===== config.mk =====
export PLATFORM = sky130hd
export DESIGN_NAME = ps2_host_tx
export DESIGN_NICKNAME = d
export VERILOG_FILES = /design/src/rtl/ps2_pkg.sv /design/src/rtl/ps2_line_filter.sv /design/src/rtl/ps2_host_tx.sv
export SDC_FILE = /design/constraint.sdc
export NUM_CORES = 1
export LEC_CHECK = 0
export BUFFER_PORTS_ARGS = -buffer_cell sky130_fd_sc_hd__buf_2
export CORE_MARGIN = 5
export CORE_UTILIZATION = 44
export CTS_CLUSTER_DIAMETER = 80
export CTS_CLUSTER_SIZE = 10
export DETAILED_ROUTE_END_ITERATION = 6
export PLACE_DENSITY = 0.7
export SYNTH_ARGS = -nofsm -noshare
export SYNTH_HDL_FRONTEND = slang
export SYNTH_SLANG_ARGS = --single-unit

===== constraint.sdc =====
create_clock -name clk -period 4.47 [get_ports clk]
set_input_delay 0.2235 -clock clk [delete_from_list [all_inputs] [get_ports clk]]
set_output_delay 0.2235 -clock clk [all_outputs]
set_load 0.02 [all_outputs]

===== src/rtl/ps2_pkg.sv =====
// PS/2 shared definitions: FSM state encoding, line-filter length, timing defaults.
// Latency: none (declarations only).
// Backpressure: none (declarations only).
package ps2_pkg;

  // Consecutive stable samples required before a line level is accepted
  localparam int PS2_FILT_LEN   = 8;
  // Host clock-inhibit time before a request-to-send
  localparam int PS2_INHIBIT_US = 120;
  // Per-transaction watchdog once the device owns the clock
  localparam int PS2_TIMEOUT_MS = 15;

  typedef enum logic [2:0] {
    ST_IDLE,
    ST_INHIBIT,
    ST_REQ,
    ST_SHIFT,
    ST_ACK,
    ST_RELEASE,
    ST_FINISH
  } ps2_state_t;

  // PS/2 uses odd parity: the parity bit makes the total count of ones odd
  function automatic logic odd_parity(input logic [7:0] d);
    return ~^d;
  endfunction

endpackage


===== src/rtl/ps2_line_filter.sv =====
// PS/2 line conditioner: 2-flop synchronizer, stable-level filter, falling-edge flag.
// Latency: 2 sync cycles + PS2_FILT_LEN stable cycles from pin change to o_level.
// Backpressure: none; free-running, o_fall is a single-cycle strobe.
module ps2_line_filter
  import ps2_pkg::*;
(
  input  logic clk,
  input  logic rst_n,
  input  logic i_line,
  output logic o_level,
  output logic o_fall
);

  localparam int CW = $clog2(PS2_FILT_LEN);

  logic          r_meta;
  logic          r_sync;
  logic          r_level;
  logic          r_fall;
  logic [CW-1:0] r_cnt;

  // Synchronize, then accept a new level only after it has held for PS2_FILT_LEN cycles
  always_ff @(posedge clk or negedge rst_n) begin
    if (!rst_n) begin
      r_meta  <= 1'b1;
      r_sync  <= 1'b1;
      r_level <= 1'b1;
      r_fall  <= 1'b0;
      r_cnt   <= '0;
    end else begin
      r_meta <= i_line;
      r_sync <= r_meta;
      r_fall <= 1'b0;
      if (r_sync == r_level) begin
        r_cnt <= '0;
      end else if (r_cnt == CW'(PS2_FILT_LEN - 1)) begin
        r_level <= r_sync;
        r_cnt   <= '0;
        // Old level was 1 and is now being replaced by 0: that is a falling edge
        r_fall  <= r_level;
      end else begin
        r_cnt <= r_cnt + CW'(1);
      end
    end
  end

  assign o_level = r_level;
  assign o_fall  = r_fall;

endmodule


===== src/rtl/ps2_host_tx.sv =====
// PS/2 host-to-device command sender: inhibit, request-to-send, 10-bit shift, ACK check.
// Latency: INH_CYC cycles of inhibit, then paced by the device clock; done/error 1 cycle after close.
// Backpressure: start is accepted only in IDLE with busy=0; requests while busy are dropped.
module ps2_host_tx
  import ps2_pkg::*;
#(
  parameter int CLKFREQ    = 25000000,
  parameter int INHIBIT_US = PS2_INHIBIT_US,
  parameter int TIMEOUT_MS = PS2_TIMEOUT_MS
) (
  input  logic       clk,
  input  logic       rst_n,
  input  logic [7:0] data,
  input  logic       start,
  output logic       busy,
  output logic       done,
  output logic       error,
  input  logic       clkps2_in,
  input  logic       dataps2_in,
  output logic       clkps2_oe,
  output logic       dataps2_oe
);

  localparam int INH_CYC = CLKFREQ / 1000000 * INHIBIT_US;
  localparam int TO_CYC  = CLKFREQ / 1000 * TIMEOUT_MS;
  localparam int INH_W   = $clog2(INH_CYC + 1);
  localparam int TO_W    = $clog2(TO_CYC + 1);

  ps2_state_t       r_state;
  ps2_state_t       w_nxt;
  logic [9:0]       r_frame;
  logic [3:0]       r_idx;
  logic [INH_W-1:0] r_cnt;
  logic [TO_W-1:0]  r_wd;
  logic             r_data_oe;
  logic             r_ok;

  logic w_clk_lvl;
  logic w_clk_fall;
  logic w_dat_lvl;
  logic w_dat_fall;
  logic w_to;
  logic w_inh_last;
  logic w_rel_ok;

  ps2_line_filter u_clk_filt (
    .clk     (clk),
    .rst_n   (rst_n),
    .i_line  (clkps2_in),
    .o_level (w_clk_lvl),
    .o_fall  (w_clk_fall)
  );

  ps2_line_filter u_dat_filt (
    .clk     (clk),
    .rst_n   (rst_n),
    .i_line  (dataps2_in),
    .o_level (w_dat_lvl),
    .o_fall  (w_dat_fall)
  );

  assign w_inh_last = (r_cnt == INH_W'(INH_CYC - 1));
  assign w_to       = (r_wd == TO_W'(TO_CYC - 1));
  // Bus is idle once both lines read high and data is not mid-transition
  assign w_rel_ok   = w_clk_lvl && w_dat_lvl && !w_dat_fall;

  // State register; reset drops to IDLE so both lines are released asynchronously
  always_ff @(posedge clk or negedge rst_n) begin
    if (!rst_n) r_state <= ST_IDLE;
    else        r_state <= w_nxt;
  end

  // Next-state: watchdog expiry overrides everything once the device owns the clock
  always_comb begin
    w_nxt = r_state;
    case (r_state)
      ST_IDLE:    if (start) w_nxt = ST_INHIBIT;
      ST_INHIBIT: if (w_inh_last) w_nxt = ST_REQ;
      ST_REQ:     w_nxt = w_to ? ST_FINISH : ST_SHIFT;
      ST_SHIFT: begin
        if (w_to)                             w_nxt = ST_FINISH;
        else if (w_clk_fall && r_idx == 4'd9) w_nxt = ST_ACK;
      end
      ST_ACK: begin
        if (w_to)            w_nxt = ST_FINISH;
        else if (w_clk_fall) w_nxt = w_dat_lvl ? ST_FINISH : ST_RELEASE;
      end
      ST_RELEASE: if (w_to || w_rel_ok) w_nxt = ST_FINISH;
      ST_FINISH:  w_nxt = ST_IDLE;
      default:    w_nxt = ST_IDLE;
    endcase
  end

  // Datapath: frame latch, inhibit counter, bit index, watchdog, shifted data drive, outcome
  always_ff @(posedge clk or negedge rst_n) begin
    if (!rst_n) begin
      r_frame   <= '0;
      r_idx     <= '0;
      r_cnt     <= '0;
      r_wd      <= '0;
      r_data_oe <= 1'b0;
      r_ok      <= 1'b0;
    end else begin
      case (r_state)
        ST_IDLE: begin
          r_cnt <= '0;
          r_ok  <= 1'b0;
          if (start) r_frame <= {1'b1, odd_parity(data), data};
        end
        ST_INHIBIT: begin
          r_cnt <= r_cnt + INH_W'(1);
          r_wd  <= '0;
        end
        ST_REQ: begin
          r_idx     <= '0;
          r_data_oe <= 1'b1;
          r_wd      <= r_wd + TO_W'(1);
        end
        ST_SHIFT: begin
          r_wd <= r_wd + TO_W'(1);
          // Host drives the next bit while the device holds the clock low
          if (w_clk_fall) begin
            r_data_oe <= ~r_frame[r_idx];
            r_idx     <= r_idx + 4'd1;
          end
        end
        ST_ACK: r_wd <= r_wd + TO_W'(1);
        ST_RELEASE: begin
          r_wd <= r_wd + TO_W'(1);
          r_ok <= !w_to && w_rel_ok;
        end
        default: ;
      endcase
    end
  end

  // Outputs decoded from state; FINISH is the only state with a pulse and busy low
  always_comb begin
    busy       = 1'b0;
    done       = 1'b0;
    error      = 1'b0;
    clkps2_oe  = 1'b0;
    dataps2_oe = 1'b0;
    case (r_state)
      ST_INHIBIT: begin
        busy       = 1'b1;
        clkps2_oe  = 1'b1;
        dataps2_oe = w_inh_last;
      end
      ST_REQ: begin
        busy       = 1'b1;
        dataps2_oe = 1'b1;
      end
      ST_SHIFT: begin
        busy       = 1'b1;
        dataps2_oe = r_data_oe;
      end
      ST_ACK, ST_RELEASE: busy = 1'b1;
      ST_FINISH: begin
        done  = r_ok;
        error = ~r_ok;
      end
      default: ;
    endcase
  end

endmodule


## After elaboration in Yosys (flattened, before gate mapping)

Index checks and enable logic that the tools add are counted.

- Bits in registers: 64
- Bits of input ports: 13
- Output and inout port bits: 5
- Word-level logic and storage cells: 98

- Add/subtract/negate cells: 5
- Order comparisons: 1
- Equal/unequal tests: 19
- Muxes and demuxes: 32
- Bitwise logic cells: 4
- Reductions and logical operators: 20

Operators with widths:

| cell | count |
|---|---|
| $pmux 19 s2 | 1 |
| $mux 3 | 12 |
| $pmux 12 s2 | 1 |
| $add 19x1->19 const B | 1 |
| $eq 19x19->1 const B | 1 |
| $pmux 3 s6 | 1 |
| $eq 3x3->1 const B | 5 |
| $add 12x1->12 const B | 1 |
| $eq 12x12->1 const B | 1 |
| $mux 1 | 10 |
| $pmux 4 s2 | 1 |
| $reduce_and 2->1 | 4 |
| $reduce_bool 2->1 | 4 |
| $reduce_xnor 8->1 | 1 |
| $add 3x1->3 const B | 2 |
| $eq 3x2->1 const B | 2 |
| $ne 2x2->1 const B | 3 |
| $lt 4x5->1 const B | 1 |
| $reduce_and 5->1 | 1 |
| $reduce_or 5->1 | 1 |
| $add 4x1->4 const B | 1 |
| $bmux 1 s4 | 1 |
| $eq 4x4->1 const B | 1 |
| $logic_and 1x1->1 | 4 |
| other kinds (14) | 20 |

## Longest topological paths before layout

Gate-level depths: netlist (run 1).

- Word-level depth: 5
- Mapped depth: 7
- Gate-level depth less buffers: 7

## Modules after synthesis

Synthesis (run 1) repeated with hierarchy kept, for this count alone.

- Cells, all modules: 320
- Area total of the unflattened synthesis: 3,271.9 µm²

Modules (own cells, without submodules):

| module | instances | cells each | area each (µm²) | seq. area each (µm²) |
|---|---|---|---|---|
| ps2_host_tx | 1 | 290 | 2,753.9 | 1,251.2 |
| ps2_line_filter | 2 | 15 | 259.0 | 178.9 |

## Worst setup path before layout (run 1)

OpenSTA, ideal clock, no wires.

- Path kind: register to register
- Start: register r_wd[5]
- End: register r_state[1]
- Library setup time: 127 ps
- Arrival: 1,742 ps
- Required time: 4,343 ps
- Slack: 2,601 ps
- Cell stages (with the launch flop): 7
- Path buffers: 1
- Period minus slack after synthesis: 1,869 ps
- Path through: dfrtp_1 -> buf_6 -> or4_4 -> or3_4 -> nor2_8 -> o221a_2 -> o22ai_1

- Word-level cells in the longest chain between the ends: 4
- Elaborated cells on any way between the ends: 9
- Classes of those cells: eq/ne (4); mux (3); reduce/logical (2)

Ends and longest elaborated chain:

| item | line | source |
|---|---|---|
| start, declared | ps2_host_tx.sv:34 | `logic [TO_W-1:0] r_wd;` |
| start signal, assigned | ps2_host_tx.sv:117 | `r_wd <= r_wd + TO_W'(1);` |
| start signal, assigned | ps2_host_tx.sv:120 | `r_wd <= r_wd + TO_W'(1);` |
| start signal, assigned | ps2_host_tx.sv:127 | `ST_ACK: r_wd <= r_wd + TO_W'(1);` |
| $eq 19x19->1 * | ps2_host_tx.sv:63 | `assign w_to = (r_wd == TO_W'(TO_CYC - 1));` |
| $logic_or 1x1->1 | ps2_host_tx.sv:88 | `ST_RELEASE: if (w_to \|\| w_rel_ok) w_nxt = ST_FINISH;` |
| $ne 2x2->1 (no source line) | n/a |  |
| $reduce_and 5->1 (no source line) | n/a |  |
| end signal, assigned | ps2_host_tx.sv:70 | `else r_state <= w_nxt;` |
| end, declared | ps2_host_tx.sv:29 | `ps2_state_t r_state;` |

Every way passes the cells marked *; elsewhere a longest branch is shown, timed or not.
A chain may end at the register's enable or synchronous reset.

## Worst setup path in the final report (run 1)

- Start: register r_state[1]
- End: output port clkps2_oe

- Word-level cells in the longest chain between the ends: 2

Ends and longest elaborated chain:

| item | line | source |
|---|---|---|
| $eq 3x1->1 | ps2_host_tx.sv:144 | `case (r_state)` |
| $mux 1 | ps2_host_tx.sv:144 |  |
| end, declared | ps2_host_tx.sv:20 | `output logic clkps2_oe,` |

Every way passes these cells.

==> run_results.csv, run 1 <==
group,metric,value,unit
status,status,"finished clean",
pwr,swShare,0.347,
clock_network,clock_latency,0.34,ns
place,place.gp.congestion,0.834,
finish,fin_area,0.00377,mm2
setup_path,cp_top_family,"buffers and inverters",
place,io_buffers,17,
yosys,synth_area_leaders,"dfrtp_1, mux2i_1, dfstp_2",
sta,setup_viol,0,
sta,tns,0,ns
setup_path,crit_path_top_delay_cell,"dfrtp_1",
pwr,clkPwrFrac,0.286,
pwr,power_frac_comb,0.310,
yosys,ys.flop_type,"dfrtp_1",
clock_network,ctsResizeCount,0,
yosys,syn_nets,348,
sta,rsz0062_at_grt,"no",
drt,drc,0,
clock_network,clkTransAtPathRegs,0.07,ns
die,initial_core_util,0.458,
yosys,synth-seq-cells,64,
die,core,0.00733,mm2
drt,routed_wl,6.70,mm
clock_network,ctsLongestPathBuffers,2,
yosys,yosys.area_share.simple,0.192,
clock_network,cts_tree,"yes",
yosys,synth_xor_xnor_area_share,0.0339,
yosys,async_flop_share,1.00,
sta,period_minus_slack,2.93,ns
yosys,synth.area.mux_share,0.101,
setup_path,cp-end-kind,"output pin",
sta,max_freq,341,MHz
global_route,grt_usage,0.154,
yosys,ys_warn_count,0,
pwr,intPower,1.36,mW
yosys,netlist_instances,327,
clock_network,cts.sinks,64,
setup_path,worstReg2RegEnd,"r_cnt[9]",
sta,tightestPinTransition,0.799,ns
yosys,yosysTopAreaCell,"dfrtp_1",
finish,fin_nets,367,
yosys,ys_top_cells_by_count,"dfrtp_1, nand2_1, o21ai_0, nor2_1",
setup_path,crit_chain,"inv_2 > nand2_1 > clkinv_1 > buf_2",
clock_network,h-tree-depth,3,
setup_path,cp.buffers_inverters,3,
drt,first_pass_iters,4,
yosys,yosysMostFrequentCell,"dfrtp_1",
die,rows,31,
finish,synthToLayoutAreaGrowth,12.3,%
setup_path,worstReg2RegStart,"r_state[1]",
die,die_h,97.4,um
clock_network,cts-buffers-inserted,9,
global_route,grt_pass1_wl,12.0,mm
place,place_hpwl,4.55,mm
clock_network,cts_root_buf,"clkbuf_8",
setup_path,worst-setup-path-type,"reg -> out",
die,die_area,0.00948,mm2
sta,whs,0.0669,ns
global_route,grt-ovfl-total,0,
yosys,ys_seq_area_frac,0.479,
setup_path,rrSetupSlack,1.65,ns
finish,fin_util,0.514,
drt,initialDrtViolationCount,173,
setup_path,r2r_cells,6,
drt,avgRoutedWirePerCell,14.9,um
yosys,synth_top_area_frac,0.432,
drt,via_per_inst,5.57,
yosys,synth_compound_area_frac,0.138,
finish,drive_gt1_frac,0.177,
pwr,switching_power,0.721,mW
pwr,p_leak,1.67,nW
setup_path,crit_arrival,2.71,ns
finish,diodes,0,
die,boundaryPins,18,
pwr,vdd_ir_drop_max,0.000286,V
worst_hold_path,hp-class,"in -> async",
sta,slew_headroom,0.467,
sta,finalCritPeriodShare,0.656,
global_route,grt_max_degree,65,
sta,hold_viol_final,0,
yosys,avgSynthCellArea,10.3,um2
place,placed_cell_area,0.00351,mm2
yosys,yosysUniqueCellTypes,57,
setup_path,max_stage_delay,0.81,ns
die,die_x,97.4,um
sta,finClkSkew,0.0104,ns
setup_path,worst_setup_path_start_kind,"register",
yosys,syn_area,0.00336,mm2
pwr,p_seq_frac,0.404,
drt,vias,2507,
setup_path,path_max_fanout,23,
global_route,antenna_found_initial,0,
yosys,synth_edf_count,0,
yosys,synthAdderAreaFrac,0.0298,
setup_path,cp.required,4.25,ns
drt,ant_nets,0,
global_route,grt_pass1_vias,2423,
pwr,p_per_area,552,mW/mm2
sta,slew_violations,0,
run,maxCapViolations,0,
yosys,synth_top_family_by_area,"simple AND/OR/NAND/NOR gates",
[stage by stage]
step           setup slack (ns)  total power [mW]  std cells
4_1_cts                    1.54              2.10        450
6_report                   1.54              2.08        450
3_3_place_gp               1.81              1.47        432
3_5_place_dp               1.66              1.49        432
2_1_floorplan              2.60              1.34        327
5_1_grt                    1.30              2.22        450
[worst reg2reg max path: cells and delay by family, from the launching register on]
| family | cells | cell delay, ns |
|---|---|---|
| buffers and inverters | 2 | 0.66 |
| flip-flops | 1 | 0.81 |
| AND/OR/NAND/NOR | 3 | 1.08 |
| multiplexers | 1 | 0.19 |
[how the worst max path moves through the flow]
| stage | cells after the start | startpoint | endpoint | slack (ns) |
|---|---|---|---|---|
| after floorplan | 6 | r_wd[5] | r_state[1] | 2.60 |
| after global placement | 6 | r_state[1] | r_cnt[9] | 1.81 |
| after detailed placement | 6 | r_state[1] | r_cnt[9] | 1.66 |
| after CTS | 4 | r_state[1] | clkps2_oe | 1.54 |
| after global routing | 4 | r_state[1] | clkps2_oe | 1.30 |
| final | 4 | r_state[1] | clkps2_oe | 1.54 |
[cell usage in the layout, fill, tap and decap left out, types with 6 or more instances in the layout]
cell / count
mux2i_1: 16
dfrtp_1: 58
buf_2: 17
and3_1: 8
nand3_1: 16
nand2_1: 36
o21ai_0: 24
ha_1: 8
mux2_2: 12
a21oi_1: 13
clkbuf_8: 9
nor2_1: 19
xnor2_1: 10
nor3_1: 7
dfstp_2: 6
[flip-flops by register name (all words and copies together) (netlist names)]
register	cells
u_clk_filt.r_cnt	3
r_data_oe	1
u_dat_filt.r_meta	1
r_cnt	12
r_wd	19
u_dat_filt.o_fall	1
u_clk_filt.o_level	1
r_frame	10
r_idx	4
r_state	3
u_dat_filt.r_cnt	3
u_clk_filt.r_meta	1
r_ok	1
u_clk_filt.o_fall	1
u_dat_filt.r_sync	1
u_clk_filt.r_sync	1
u_dat_filt.o_level	1
[final cells by class]
cell class                      instances  area [um2]
Clock buffer                           10         128
Clock inverter                          6         108
Fill cell                             644        3560
Inverter                                7        26.3
Multi-Input combinational cell        244        1660
Sequential cell                        64        1610
Tap cell                               99         124
Timing Repair Buffer                   20         113
[logic make-up (layout without fill, tap and decap cells)]
group,count (synthesis),after routing
flip-flops,64,64
multiplexers,30,30
AO/OA/AOI/OAI,72,72
AND/OR/NAND/NOR,121,121
XOR/XNOR,13,13
adder cells (fa/ha/maj),8,8
buffers and inverters,19,43
[per-layer routing]
metal / up-vias / global-route usage / share of wire
met5: - / 0 / 0
met4: 0 / 0.0596 / 0.014
met3: 6 / 0.0380 / 0.031
met2: 46 / 0.232 / 0.48
met1: 1218 / 0.212 / 0.47
li1: 1237 / - / -
[power groups by stage]
stage	sequential, mW	clock [mW]	combinational, mW
2_1_floorplan	0.779	0	0.559
3_5_place_dp	0.851	0	0.644
6_report	0.841	0.595	0.644
3_3_place_gp	0.843	0	0.628
5_1_grt	0.865	0.635	0.724
4_1_cts	0.841	0.608	0.650
[timing repair]
action | CTS | global route
hold buffers | 2 | 0
hold endpoints to repair | 2 | 0
buffers inserted | 0 | 0
Power figures use the tool's default switching activity.
==> inputs of run 2 (changes only) <==
--- a/config.mk
+++ b/config.mk
@@ -11,7 +11,7 @@
 export CTS_CLUSTER_DIAMETER = 80
 export CTS_CLUSTER_SIZE = 10
 export DETAILED_ROUTE_END_ITERATION = 6
-export PLACE_DENSITY = 0.7
+export PLACE_DENSITY = 0.72
 export SYNTH_ARGS = -nofsm -noshare
 export SYNTH_HDL_FRONTEND = slang
 export SYNTH_SLANG_ARGS = --single-unit
==> constraint.sdc (replaced) <==
create_clock -name clk -period 2.4 [get_ports clk]
set_input_delay 0.12 -clock clk [delete_from_list [all_inputs] [get_ports clk]]
set_output_delay 0.12 -clock clk [all_outputs]
set_load 0.02 [all_outputs]
==> run 2 against run 1 <==
Effect of this change: combinational power increased by 96%; first-iteration DRC count is 51% higher; clock-buffer cell count rose by 2; critical endpoint is now busy; register-to-register slack lost 1.4 ns; via count decreased by 0.60%; largest cell class unchanged.
==> run_results.csv, run 2 (synthesized netlist as in run 1, its figures left out) <==
group,metric,value,unit
status,status,"finished clean",
finish,instances_no_fill,454,
run,maxCapViolations,0,
global_route,grt-ovfl-total,0,
place,placed_cells_incl_taps,435,
place,pre_cts_slack,0.302,ns
place,place_hpwl,4.41,mm
die,boundaryPins,18,
die,die_x,97.4,um
sta,slew_headroom,0.555,
drt,routed_wl,6.32,mm
sta,finClkSkew,0.00953,ns
sta,rsz0062_at_grt,"no",
setup_path,path_max_fanout,14,
die,die_h,97.4,um
sta,tightestPinTransition,0.664,ns
finish,final_common_cell,"dfrtp_1",
finish,synthToLayoutAreaGrowth,13.0,%
pwr,p_leak,1.69,nW
drt,vias,2492,
global_route,grt_usage,0.143,
sta,period_minus_slack,2.25,ns
sta,hold_viol_final,0,
clock_network,cts-buffers-inserted,9,
drt,initialDrtViolationCount,261,
die,die_area,0.00948,mm2
drt,avgRoutedWirePerCell,13.9,um
setup_path,cp-end-kind,"output pin",
setup_path,cp.required,2.28,ns
setup_path,worst-setup-path-type,"reg -> out",
finish,largest_register_ffs,19,
clock_network,clkTransAtPathRegs,0.07,ns
die,core,0.00733,mm2
sta,finalCritPeriodShare,0.937,
setup_path,startpoint,"r_state[1]",
setup_path,worstReg2RegStart,"r_state[2]",
sta,max_freq,445,MHz
clock_network,cts.sinks,64,
clock_network,h-tree-depth,3,
finish,fin_util,0.518,
setup_path,crit_arrival,2.13,ns
place,io_buffers,17,
global_route,grt_max_degree,65,
clock_network,cts_setup_buffers,0,
finish,regMostFlops,"r_wd",
die,rows,31,
drt,drc,0,
clock_network,clock_latency,0.34,ns
place,place.gp.congestion,0.891,
finish,reg.largest.list,"r_wd (19), r_cnt (12), r_frame (10)",
setup_path,worst_setup_path_start_kind,"register",
global_route,grt_pass1_vias,2408,
finish,fin_nets,371,
worst_hold_path,hold_start,"data[2]",
worst_hold_path,hp-class,"in -> reg",
clock_network,cts_tree,"yes",
finish,diodes,0,
clock_network,cts_root_buf,"clkbuf_8",
global_route,grt_pass1_wl,11.2,mm
pwr,p_per_area,996,mW/mm2
die,initial_core_util,0.458,
finish,drive_gt1_frac,0.186,
pwr,vdd_ir_drop_max,0.000465,V
finish,final_cell_mix,"dfrtp_1, nand2_1, o21ai_0",
sta,finalWorstSetupSlack,0.151,ns
global_route,antenna_found_initial,0,
sta,tns,0,ns
drt,via_per_inst,5.49,
drt,ant_nets,0,
sta,slew_violations,0,
clock_network,ctsLongestPathBuffers,2,
drt,first_pass_iters,4,
sta,setup_viol,0,
run 2: what timing repair did:
| action | CTS | global route |
|---|---|---|
| hold buffers | 3 | 0 |
| endpoints found under the hold margin | 60 | 0 |
| resized for setup | 0 | 0 |
run 2: path summary, 6_finish.rpt:
check | endpoint | depth (start not counted) | slack, ns
max | busy | 6 | 0.15
max in group asynchronous | u_dat_filt.r_meta | 3 | 1.77
min | r_frame[2] | 2 | 0.03
min in group asynchronous | r_idx[1] | 3 | 0.32
min reg2reg | u_clk_filt.r_sync | 0 | 0.36
max reg2reg | r_state[1] | 5 | 0.29
run 2: critical path: stages (launching register included):
cell and delay, ns:
dfrtp_1 0.52, buf_4 0.24, nor2_1 0.28, nand2_1 0.21, o21ai_0 0.26, inv_1 0.09
buf_2 0.18
run 2: power breakdown:
part / leakage, nW / switching (mW) / internal (mW)
Clock: 0.109 / 0.415 / 0.564
Sequential: 0.831 / 0.224 / 1.32
Combinational: 0.746 / 0.697 / 0.565
Total: 1.69 / 1.34 / 2.45
run 2: stage by stage:
step           hold slack [ns]  total power [mW]  cell area (um2)
6_report                0.0331              3.78             3800
5_1_grt                 0.0350              4.05             3800
4_1_cts                 0.0215              3.81             3800
3_5_place_dp             0.162              2.82             3550
3_3_place_gp             0.160              2.78             3550
2_1_floorplan           -0.176              2.49             3360
run 2: area by class of cell:
cell class	count	area, um2
fill	643	3530
multi-input combinational	244	1660
clock buffer	12	165
tap	99	124
clock inverter	4	51.3
inverter	7	26.3
sequential	64	1610
timing repair buffer	24	158
run 2: layer usage:
| layer | vias to the layer above | routed length (um) | GRT usage |
|---|---|---|---|
| met3 | 14 | 208 | 0.0244 |
| met5 | - | 0 | 0 |
| met2 | 51 | 2920 | 0.209 |
| li1 | 1249 | - | - |
| met1 | 1178 | 3020 | 0.198 |
| met4 | 0 | 162 | 0.0820 |
